==> config.mk <==
export PLATFORM = sky130hd
export DESIGN_NAME = mp3_disp_core
export DESIGN_NICKNAME = d
export VERILOG_FILES = /design/src/rtl/mp3_disp_core.sv
export SDC_FILE = /design/constraint.sdc
export NUM_CORES = 1
export LEC_CHECK = 0
export BUFFER_PORTS_ARGS = -buffer_cell sky130_fd_sc_hd__buf_4
export CORE_UTILIZATION = 49
export CTS_BUF_LIST = sky130_fd_sc_hd__clkbuf_8
export CTS_CLUSTER_DIAMETER = 120
export DETAILED_ROUTE_END_ITERATION = 8
export GPL_ROUTABILITY_DRIVEN = 0
export PLACE_DENSITY = 0.79
export REMOVE_ABC_BUFFERS = 1
export SLEW_MARGIN = 20
export SYNTH_ARGS = -nofsm -noshare
export SYNTH_HDL_FRONTEND = slang
export SYNTH_SLANG_ARGS = --single-unit
==> constraint.sdc <==
create_clock -name clk -period 8.2 [get_ports clk]
set_input_delay 1.23 -clock clk [delete_from_list [all_inputs] [get_ports clk]]
set_output_delay 1.23 -clock clk [all_outputs]
set_load 0.01 [all_outputs]
==> src/rtl/mp3_disp_core.sv <==
// mp3_disp_core: VGA pixel renderer for the MP3 player UI (album art, volume bar, button icons).
// The cursor overlay is built only when MP3_DISP_CURSOR_EN is defined.
module mp3_disp_core #(
    parameter int NUM_SONGS = 4,
    parameter int IMG_X0    = 80,
    parameter int IMG_Y0    = 320,
    parameter int IMG_W     = 128,
    parameter int IMG_H     = 64,
    parameter int VOL_X0    = 400,
    parameter int VOL_Y0    = 320,
    parameter int BTN_Y0    = 420,
    parameter int HL_FRAMES = 8
) (
    input  logic        clk,
    input  logic        rst_n,
    input  logic [15:0] i_x,
    input  logic [15:0] i_y,
    input  logic        i_next,
    input  logic        i_pre,
    input  logic        i_vol_plus,
    input  logic        i_vol_dec,
    input  logic [15:0] doutb,
    input  logic        i_vs,
    input  logic [3:0]  vol_level,
    input  logic        i_finish_song,
    input  logic [7:0]  alc_x,
    input  logic [7:0]  alc_y,
    output logic [3:0]  o_red,
    output logic [3:0]  o_green,
    output logic [3:0]  o_blue,
    output logic [14:0] addrb
);
    localparam int H_ACTIVE  = 640;
    localparam int V_ACTIVE  = 480;
    localparam int VOL_W     = 128;
    localparam int VOL_H     = 16;
    localparam int BTN_X0    = 80;
    localparam int BTN_PITCH = 50;
    localparam int BTN_SIZE  = 32;
    localparam int NUM_BTNS  = 4;
    localparam int SONG_W    = (NUM_SONGS > 1) ? $clog2(NUM_SONGS) : 1;
    localparam int HL_W      = $clog2(HL_FRAMES + 1);
    localparam logic [SONG_W-1:0] LAST_SONG = SONG_W'(NUM_SONGS - 1);

    localparam logic [11:0] C_BLACK  = 12'h000;
    localparam logic [11:0] C_CURSOR = 12'hFFF;
    localparam logic [11:0] C_VOL_ON = 12'h0F0;
    localparam logic [11:0] C_VOL_OFF= 12'h333;
    localparam logic [11:0] C_BTN_HL = 12'hFF0;
    localparam logic [11:0] C_BTN    = 12'h888;
    localparam logic [11:0] C_BG     = 12'h003;

    logic next_q, pre_q, fin_q, vplus_q, vdec_q, vs_q;
    logic next_rise, pre_rise, fin_rise, vs_rise;
    logic [NUM_BTNS-1:0] press;
    logic [SONG_W-1:0] song_idx;
    logic [NUM_BTNS-1:0][HL_W-1:0] hl_cnt;

    // NOTE: sequential state uses non-blocking assignments so every register samples pre-edge values.
    always_ff @(posedge clk or posedge rst_n) begin
        if (rst_n) begin
            {next_q, pre_q, fin_q, vplus_q, vdec_q, vs_q} <= '0;
        end else begin
            {next_q, pre_q, fin_q, vplus_q, vdec_q, vs_q} <=
                {i_next, i_pre, i_finish_song, i_vol_plus, i_vol_dec, i_vs};
        end
    end

    assign next_rise = i_next & ~next_q;
    assign pre_rise  = i_pre & ~pre_q;
    assign fin_rise  = i_finish_song & ~fin_q;
    assign vs_rise   = i_vs & ~vs_q;
    // Icon order on screen: pre, next, vol-, vol+.
    assign press = {i_vol_plus & ~vplus_q, i_vol_dec & ~vdec_q, next_rise, pre_rise};

    logic adv, back;
    assign adv  = next_rise | fin_rise;
    assign back = pre_rise;

    always_ff @(posedge clk or posedge rst_n) begin
        if (rst_n) begin
            song_idx <= '0;
        end else if (adv && !back) begin
            song_idx <= (song_idx == LAST_SONG) ? '0 : song_idx + SONG_W'(1);
        end else if (back && !adv) begin
            song_idx <= (song_idx == '0) ? LAST_SONG : song_idx - SONG_W'(1);
        end
    end

    // A press reloads its counter even mid-count; frame ticks only drain it to zero.
    always_ff @(posedge clk or posedge rst_n) begin
        if (rst_n) begin
            hl_cnt <= '0;
        end else begin
            for (int b = 0; b < NUM_BTNS; b++) begin
                if (press[b]) begin
                    hl_cnt[b] <= HL_W'(HL_FRAMES);
                end else if (vs_rise && hl_cnt[b] != '0) begin
                    hl_cnt[b] <= hl_cnt[b] - HL_W'(1);
                end
            end
        end
    end

    logic in_active, in_img, in_vol, in_btn_row, in_btn, in_cursor, seg_lit, btn_lit;
    logic [15:0] img_dx, img_dy, vol_dx;
    logic [31:0] addr_full;
    logic unused_bits;

    assign in_active  = (i_x < 16'(H_ACTIVE)) && (i_y < 16'(V_ACTIVE));
    assign in_img     = (i_x >= 16'(IMG_X0)) && (i_x < 16'(IMG_X0 + IMG_W)) &&
                        (i_y >= 16'(IMG_Y0)) && (i_y < 16'(IMG_Y0 + IMG_H));
    assign in_vol     = (i_x >= 16'(VOL_X0)) && (i_x < 16'(VOL_X0 + VOL_W)) &&
                        (i_y >= 16'(VOL_Y0)) && (i_y < 16'(VOL_Y0 + VOL_H));
    assign in_btn_row = (i_y >= 16'(BTN_Y0)) && (i_y < 16'(BTN_Y0 + BTN_SIZE));

    assign img_dx    = i_x - 16'(IMG_X0);
    assign img_dy    = i_y - 16'(IMG_Y0);
    assign addr_full = 32'(song_idx) * 32'(IMG_W * IMG_H) + 32'(img_dy) * 32'(IMG_W) + 32'(img_dx);
    assign addrb     = in_img ? addr_full[14:0] : '0;

    assign vol_dx  = i_x - 16'(VOL_X0);
    assign seg_lit = vol_dx[6:3] < vol_level;

    // NOTE: combinational outputs get a default first so no path leaves them unassigned (no latch).
    always_comb begin
        in_btn  = 1'b0;
        btn_lit = 1'b0;
        for (int b = 0; b < NUM_BTNS; b++) begin
            if (in_btn_row && i_x >= 16'(BTN_X0 + b * BTN_PITCH) &&
                i_x < 16'(BTN_X0 + b * BTN_PITCH + BTN_SIZE)) begin
                in_btn  = 1'b1;
                btn_lit = (hl_cnt[b] != '0);
            end
        end
    end

`ifdef MP3_DISP_CURSOR_EN
    logic [16:0] cur_x0, cur_y0;
    assign cur_x0    = {8'd0, alc_x, 1'b0};
    assign cur_y0    = {8'd0, alc_y, 1'b0};
    assign in_cursor = ({1'b0, i_x} >= cur_x0) && ({1'b0, i_x} < cur_x0 + 17'd8) &&
                       ({1'b0, i_y} >= cur_y0) && ({1'b0, i_y} < cur_y0 + 17'd8);
    assign unused_bits = ^{doutb[15:12], addr_full[31:15], vol_dx[15:7], vol_dx[2:0]};
`else
    assign in_cursor   = 1'b0;
    assign unused_bits = ^{doutb[15:12], addr_full[31:15], vol_dx[15:7], vol_dx[2:0], alc_x, alc_y};
`endif

    // Stage 1 resolves everything except the ROM pixel, which arrives one clock after addrb.
    logic        s1_rom, s1_rom_d;
    logic [11:0] s1_col, s1_col_d, rgb;

    always_comb begin
        s1_rom_d = 1'b0;
        s1_col_d = C_BG;
        if (!in_active)     s1_col_d = C_BLACK;
        else if (in_cursor) s1_col_d = C_CURSOR;
        else if (in_img)  begin s1_rom_d = 1'b1; s1_col_d = C_BLACK; end
        else if (in_vol)    s1_col_d = seg_lit ? C_VOL_ON : C_VOL_OFF;
        else if (in_btn)    s1_col_d = btn_lit ? C_BTN_HL : C_BTN;
    end

    always_ff @(posedge clk or posedge rst_n) begin
        if (rst_n) begin
            s1_rom <= 1'b0;
            s1_col <= '0;
            rgb    <= '0;
        end else begin
            s1_rom <= s1_rom_d;
            s1_col <= s1_col_d;
            rgb    <= s1_rom ? doutb[11:0] : s1_col;
        end
    end

    assign {o_red, o_green, o_blue} = rgb;
endmodule

* Word-level counts from Yosys, hierarchy flattened *
Cells that the tools add are included.

word-level totals
  bits in read-only memories = 0
  output and inout bits = 27
  flip-flop bits (word level) = 49
  memory bits (writable) = 0
  bits in latches = 0
  memories = 0

operators by class
  equality and inequality tests = 1
  muxes and demuxes = 30
  divide/modulo/power cells = 0
  $add $sub $neg = 11
  bitwise logic cells = 13
  $lt $le $gt $ge = 19
  reductions and logical operators = 34
  $mul = 0
  shift operators = 0

operators with widths
  operator                                                       number
  less-than comparator 16 x 9 -> 1 bit (second input constant)   5
  2-to-1 mux 12 bit                                              5
  >= comparator 16 x 8 -> 1 bit (second input constant)          3
  >= comparator 16 x 9 -> 1 bit (second input constant)          3
  less-than comparator 16 x 8 -> 1 bit (second input constant)   3
  less-than comparator 16 x 10 -> 1 bit (second input constant)  2
  2-to-1 mux 4 bit                                               8
  adder 15 bit                                                   2
  logical AND 1 bit                                              22
  >= comparator 16 x 7 -> 1 bit (second input constant)          1
  less-than comparator 16 x 7 -> 1 bit (second input constant)   1
  nonzero test 4 bit                                             4
  subtractor 4 x 1 -> 4 bit (second input constant)              4
  2-to-1 mux 15 bit                                              1
  subtractor 15 x 7 -> 15 bit (second input constant)            1
  2-to-1 mux 11 bit                                              1
  2-to-1 mux 1 bit                                               10
  2-to-1 mux 10 bit                                              1
  nonzero test 2 bit                                             5
  2-to-1 mux 2 bit                                               4
  subtractor 8 x 7 -> 8 bit (second input constant)              1
  subtractor 7 x 5 -> 7 bit (second input constant)              1
  bitwise AND 1 bit                                              6
  inverter 1 bit                                                 6
  7 further kinds                                                8

* Longest topological paths before layout *
Gate-level depths: netlist of the first run.

  depth after elaboration = 13
  gate-level depth with buffers = 12

* Least setup slack after synthesis of the first run *
No wires, ideal clock.

  kind = in2out
  from = in i_x[8]
  to = out addrb[13]
  buffers on the path = 1
  path slack = 3672 ps
  arrival time = 3298 ps
  cell stages on the path = 10
  path through = clkbuf_1 > inv_1 > ha_1 > inv_1 > ha_1 > ha_1 > a31o_2 > a21o_1 > o41a_1 > a31oi_1

on the way
  longest elaborated chain between the ends = 5
  elaborated cells between the ends (all ways) = 8

RTL lines
  item                                                                                 line  source
  start, declared                                                                      16    input logic [15:0] i_x,
  parallel branches: the longest is 4 deep, another holds subtractor 15 x 7 -> 15 bit  --
  2-to-1 mux 15 bit *                                                                  120   assign addrb = in_img ? addr_full[14:0] : '0;
  end, declared                                                                        31    output logic [14:0] addrb

Every way passes the cells marked *.

* Worst setup path after layout of the first run *
  from = in i_x[11]
  to = out addrb[13]

The elaborated chain is that of the path after synthesis.

==> metrics.txt, run 1 <==
status=finished, violations left; failing checks=design-rule violations; Setup WS post-layout=3.49 ns; Hold-fix buffers, CTS=0; Post-DP Area=between 0.003 and 0.004 mm2; Overall Power=roughly 0.71 mW; routing usage on met2=0.364; most frequent cells in the layout=buf_4, inv_1, dfrtp_1, ha_1, nor2_1; critical path arrival=3.48 ns; Net Switching=~0.26 mW; antenna diode count=0; crit-path leading delay family=simple AND/OR/NAND/NOR gates; period utilization=0.575; Synth Cell Area=approximately 0.0033 mm2; Seq/Total Area, Yosys=0.339; Reg-to-Reg End=s1_col[3]$_DFF_PP0_; Top Usage Layer GRT=met2; Final Skew=0.0104 ns; largest stage delay on the critical path=roughly 0.56 ns; Avg Synthesized Cell Area=8.82 um2; setup bufs post-CTS=0; largest net degree at the start of global routing=46; P_leak=roughly 2.1 nW; pwr/cell area=~170 mW/mm2; Clk network pwr share=0.195; Worst setup SP type=input port; # setup viols final=0; register bit total from synthesis=45; Post-synth EDFFs=0; CP max FO=16; Design Area, Final=approximately 0.0041 mm2; Setup Crit Path Kind=input port to output port; Crit path top cell by count=buf_4; Avg Vias per Cell=about 5.3; Max Fclk=0.212 GHz; crit path max-delay cell type=or4_4; DRT iter0 DRCs=100; reg2reg start=hl_cnt[4]$_DFFE_PP0P_; Post-synth ARST share=1.00; Logic pwr share=0.399; RSZ-0062 raised after global routing=no; die area=around 0.007 mm2; crit path buf inv count=2; Max Buffers Root-to-Sink=2; Num CTS Buffers=5; Most used DFF post-synth=dfrtp_1; min cycle time layout=~4.7 ns; IO Port Bufs=82; CTS H-Tree Depth=2; Die W=84.4 um; GRT overflow=0; Rows=29; Peak VDD IR=between 80 and 90 uV; crit-path cells=buf_4 > nor4_1 > o2111ai_1 > or4_4 > or2_1 > a31oi_1 > buf_4; FF-to-FF setup slack=5.89 ns; TNS Setup=0 ns; Netlist cell types=51; CTS Sinks=45; First-pass DRT Iterations=6; share of layout cells above drive strength 1=0.233; Least-Margin Pin Slew=roughly 0.57 ns; hold wc startpoint=s1_col[1]$_DFF_PP0_; Total GRT Usage=0.204; I/O pin count=between 100 and 150; most common cell after layout, fill and taps aside=buf_4; Critical Path Stages=7; Die H=about 84 um; GR Util met1=0.258; CORE AREA=between 0.006 and 0.007 mm2; Reg power frac=0.406; Fin. Hold Viols=0; vias in the first global route=about 2700; Syn-to-layout area delta=22.9%; DR vias=~2800; hold slack=approximately 0.48 ns; Critical Path End Type=output port; drt drc=12; Sw Share=0.361; post-route ant nets=0; worst skew pair latency=approximately 0.30 ns; total wire length=6910 um; Worst R2R Path Depth=8; first-pass GRT wire length=11800 um; # nets final=just under 600; hold path depth=2; CTS tree=yes; Synth Warn #=0; Root Driver=clkbuf_8; fin. max-slew vios=0; dpl ws=3.45 ns; Initial Util=0.515; Clk pin slew, worst setup/hold paths=about 0.090 ns; Worst EP required=about 7.0 ns; Maximum Capacitance Violations=0; post-CTS sizing=0; DP HPWL=approximately 5600 um; cells after synthesis=roughly 380; Hold EP=rgb[1]$_DFF_PP0_; initial antenna violation count=0; Power Internal=~0.46 mW; post-DR wirelength/cell=about 13 um; Hold Path Class=flip-flop to flip-flop; M3 GR Usage=0.0265; Max transition margin=0.616
power groups by stage:
stage	Combinational [mW]	Clock, mW	Sequential, mW
after global routing	0.326	0.152	0.296
after detailed placement	0.284	0	0.293
final	0.285	0.139	0.290
after global placement	0.263	0	0.293
after floorplan	0.209	0	0.287
after CTS	0.288	0.143	0.289
per-layer routing:
layer	up-vias	share of wire
met5	-	0
met4	0	0.0082
met3	8	0.045
met2	84	0.50
met1	1292	0.45
li1	1434	-
cell type report:
type / count / area, um2
Timing Repair Buffer: 83 / 623
Multi-Input combinational cell: 264 / 1920
Sequential cell: 45 / 1130
Inverter: 59 / 221
Clock buffer: 5 / 68.8
Tap cell: 77 / 96.3
Clock inverter: 3 / 25.0
Fill cell: 553 / 2370
Yosys cell counts (8+ instances only):
library cell	number	area [um2]
dfrtp_1	45	1130
nor2_1	35	131
a21oi_1	19	95.1
ha_1	43	538
xnor2_1	13	114
nor3_1	12	60.1
o21ai_0	11	55.1
nand2_1	29	109
nand2b_1	8	50.1
inv_1	59	221
xor2_1	8	70.1
registers in the layout (all words and copies together) (netlist names):
register	flops
fin_q	1
hl_cnt	16
next_q	1
pre_q	1
rgb	12
s1_col	8
s1_rom	1
song_idx	2
vdec_q	1
vplus_q	1
vs_q	1
worst min-delay path, stage by stage, from the launching register on:
cell,delay (ns)
dfrtp_1,0.33
nand2b_1,0.06
nand2_1,0.05
per-stage QoR:
step,util,instances
after floorplan,-,368
after global placement,0.618,528
after detailed placement,0.618,528
after CTS,0.633,536
after global routing,0.633,536
final,0.633,536
how the worst max path moves through the flow:
| stage | start | to | slack [ns] |
|---|---|---|---|
| 3_3_place_gp | i_x[11] | addrb[13] | 3.50 |
| 3_5_place_dp | i_x[11] | addrb[13] | 3.45 |
| 4_1_cts | i_x[11] | addrb[13] | 3.44 |
| 5_1_grt | i_x[11] | addrb[13] | 3.24 |
| 2_1_floorplan | i_x[9] | addrb[13] | 3.84 |
| 6_report | i_x[11] | addrb[13] | 3.49 |
logic make-up after synthesis:
logic type / synth area share
muxes: 0.0169
buffers and inverters: 0.0824
xor gates and xnor gates: 0.0553
adders and majority gates: 0.174
DFF: 0.339
AOI/OAI and AO/OA: 0.128
and+or+nand+nor: 0.205
Power figures use the tool's default switching activity.
==> run 2: changes to the inputs <==
--- a/config.mk
+++ b/config.mk
@@ -6,12 +6,12 @@
 export NUM_CORES = 1
 export LEC_CHECK = 0
 export BUFFER_PORTS_ARGS = -buffer_cell sky130_fd_sc_hd__buf_4
-export CORE_UTILIZATION = 49
+export CORE_UTILIZATION = 48
 export CTS_BUF_LIST = sky130_fd_sc_hd__clkbuf_8
 export CTS_CLUSTER_DIAMETER = 120
 export DETAILED_ROUTE_END_ITERATION = 8
 export GPL_ROUTABILITY_DRIVEN = 0
-export PLACE_DENSITY = 0.79
+export PLACE_DENSITY = 0.81
 export REMOVE_ABC_BUFFERS = 1
 export SLEW_MARGIN = 20
 export SYNTH_ARGS = -nofsm -noshare
==> constraint.sdc (replaced) <==
create_clock -name clk -period 4.2 [get_ports clk]
set_input_delay 0.63 -clock clk [delete_from_list [all_inputs] [get_ports clk]]
set_output_delay 0.63 -clock clk [all_outputs]
set_load 0.01 [all_outputs]
==> run 2 against run 1 <==
  * The run now ends clean
  * Non-clock buffer count shrank 1
  * Worst setup slack lost 2.8 ns
  * Wire length grew 1.1%
  * Power grew 110%
  * Die area grew 2.0%
  * Flip-flop and latch count is the same
  * First-iteration DRC count grew 42%
  * Cell area grew 0.89%
  * Combinational power grew 91%
  * Clock skew shrank 0.0034 ns
  * Global-route usage shrank 0.28 points
  * Final cell count shrank 0.19%
  * Critical path type unchanged
  * Largest cell class unchanged
  * Largest power group unchanged
  * Highest routed layer unchanged
==> metrics.txt, run 2 (same netlist as run 1, synthesis figures left out) <==
IO Port Bufs=82; Top Registers=hl_cnt: 16 flops, rgb: 12 flops, s1_col: 8 flops; FF-to-FF setup slack=1.89 ns; Clk pin slew, worst setup/hold paths=around 0.090 ns; reg2reg start=hl_cnt[4]$_DFFE_PP0P_; Largest Register=hl_cnt; total wire length=between 6000 and 7000 um; DR WL met3=308 um; hold wc startpoint=i_vol_dec; Max Buffers Root-to-Sink=2; Die W=around 85 um; Syn-to-layout area delta=24.0%; status=completed; Avg Vias per Cell=around 5.3; Clk network pwr share=0.260; Die H=about 85 um; CORE AREA=~0.0065 mm2; Total GRT Usage=0.201; initial antenna violation count=0; critical path startpoint=i_x[11]; I/O pin count=around 100; most frequent cells in the layout=buf_4, inv_1, dfrtp_1, ha_1, nor2_1; Reg-to-Reg End=s1_col[3]$_DFF_PP0_; max reg flops=16; CP max FO=16; Max transition margin=0.394; Reg power frac=0.379; drt drc=0; Hold Path Class=input port to flip-flop; Root Driver=clkbuf_8; P_leak=around 2.1 nW; Final Skew=0.00704 ns; Initial Util=0.509; CTS Sinks=45; GRT overflow=0; die area=0.00726 mm2; RSZ-0062 raised after global routing=no; CTS H-Tree Depth=2; vias in the first global route=2760; Power Internal=1.01 mW; Maximum Capacitance Violations=0; Num CTS Buffers=5; CTS tree=yes; # setup viols final=0; Logic pwr share=0.362; min cycle time layout=roughly 3.5 ns; met2 routed WL=3480 um; wire length on met1=3080 um; Worst setup SP type=input port; DP HPWL=around 5500 um; Fin. Hold Viols=0; Worst R2R Path Depth=8; pwr/cell area=roughly 370 mW/mm2; Sw Share=0.332; fin. max-slew vios=0; Worst EP required=roughly 3.6 ns; # nets final=578; share of layout cells above drive strength 1=0.234; Hold-fix buffers, CTS=0; Post-DP Area=between 0.003 and 0.004 mm2; TNS Setup=0 ns; First-pass DRT Iterations=4; Design Area, Final=about 0.004 mm2; setup bufs post-CTS=0; Max Fclk=around 0.29 GHz; largest net degree at the start of global routing=between 40 and 50; most common cell after layout, fill and taps aside=buf_4; antenna diode count=0; Setup Crit Path Kind=input port to output port; critical path arrival=~2.9 ns; post-route ant nets=0; post-CTS sizing=0; DR vias=around 2800; Least-Margin Pin Slew=~0.9 ns; post-DR wirelength/cell=around 13 um; Critical Path End Type=output port; period utilization=0.829; Rows=29; hold path depth=1; worst skew pair latency=~0.3 ns; first-pass GRT wire length=between 10000 and 15000 um; Hold EP=vdec_q$_DFF_PP0_; Net Switching=about 0.5 mW; Peak VDD IR=about 220 uV; DR top layer=met4; DRT iter0 DRCs=142
==> run 2: changes by cell type in the layout (fill, tap and decap cells not counted) <==
cell	before	now
clkinvlp_4	1	0
clkinv_1	1	0
buf_4	83	82
clkinv_4	1	0
bufinv_16	0	2
inv_2	0	1
==> run 2: layer usage <==
metal | vias to the layer above | track usage
met4 | 0 | 0.0709
met5 | - | 0
li1 | 1430 | -
met1 | 1321 | 0.249
met2 | 78 | 0.355
met3 | 10 | 0.0302
==> run 2: layout make-up <==
class                           instances  area (um2)
Multi-Input combinational cell        264        1920
Fill cell                             541        2410
Timing Repair Buffer                   82         616
Clock buffer                            5        68.8
Sequential cell                        45        1130
Clock inverter                          3        68.8
Tap cell                               77        96.3
Inverter                               59         221
==> run 2: worst max-delay path by stage <==
stage / end / slack [ns] / cells past startpoint
after global routing: addrb[13] / 0.51 / 7
after CTS: addrb[13] / 0.67 / 7
after global placement: addrb[13] / 0.71 / 7
after detailed placement: addrb[13] / 0.69 / 7
final: addrb[13] / 0.72 / 7
after floorplan: addrb[13] / 1.04 / 9
==> run 2: per-stage QoR <==
stage | utilization | instances | hold WS, ns | setup WS (ns) | total power, mW
final | 0.631 | 535 | 0.442 | 0.719 | 1.51
after detailed placement | 0.610 | 527 | 0.457 | 0.693 | 1.12
after floorplan | - | 368 | 0.442 | 1.04 | 0.969
after global placement | 0.610 | 527 | 0.454 | 0.714 | 1.08
after CTS | 0.631 | 535 | 0.437 | 0.671 | 1.51
after global routing | 0.631 | 535 | 0.434 | 0.511 | 1.62
==> run 2: power by group through the flow <==
stage / Clock, mW / Combinational, mW / Sequential (mW)
final: 0.391 / 0.545 / 0.570
after CTS: 0.395 / 0.548 / 0.570
after floorplan: 0 / 0.408 / 0.560
after detailed placement: 0 / 0.540 / 0.576
after global routing: 0.415 / 0.621 / 0.582
after global placement: 0 / 0.511 / 0.571
==> run 2: critical path, stage by stage <==
cell and delay, ns:
buf_4 0.11, nor4_1 0.51, o2111ai_1 0.22, or4_4 0.56, or2_1 0.43, a31oi_1 0.24
buf_4 0.15
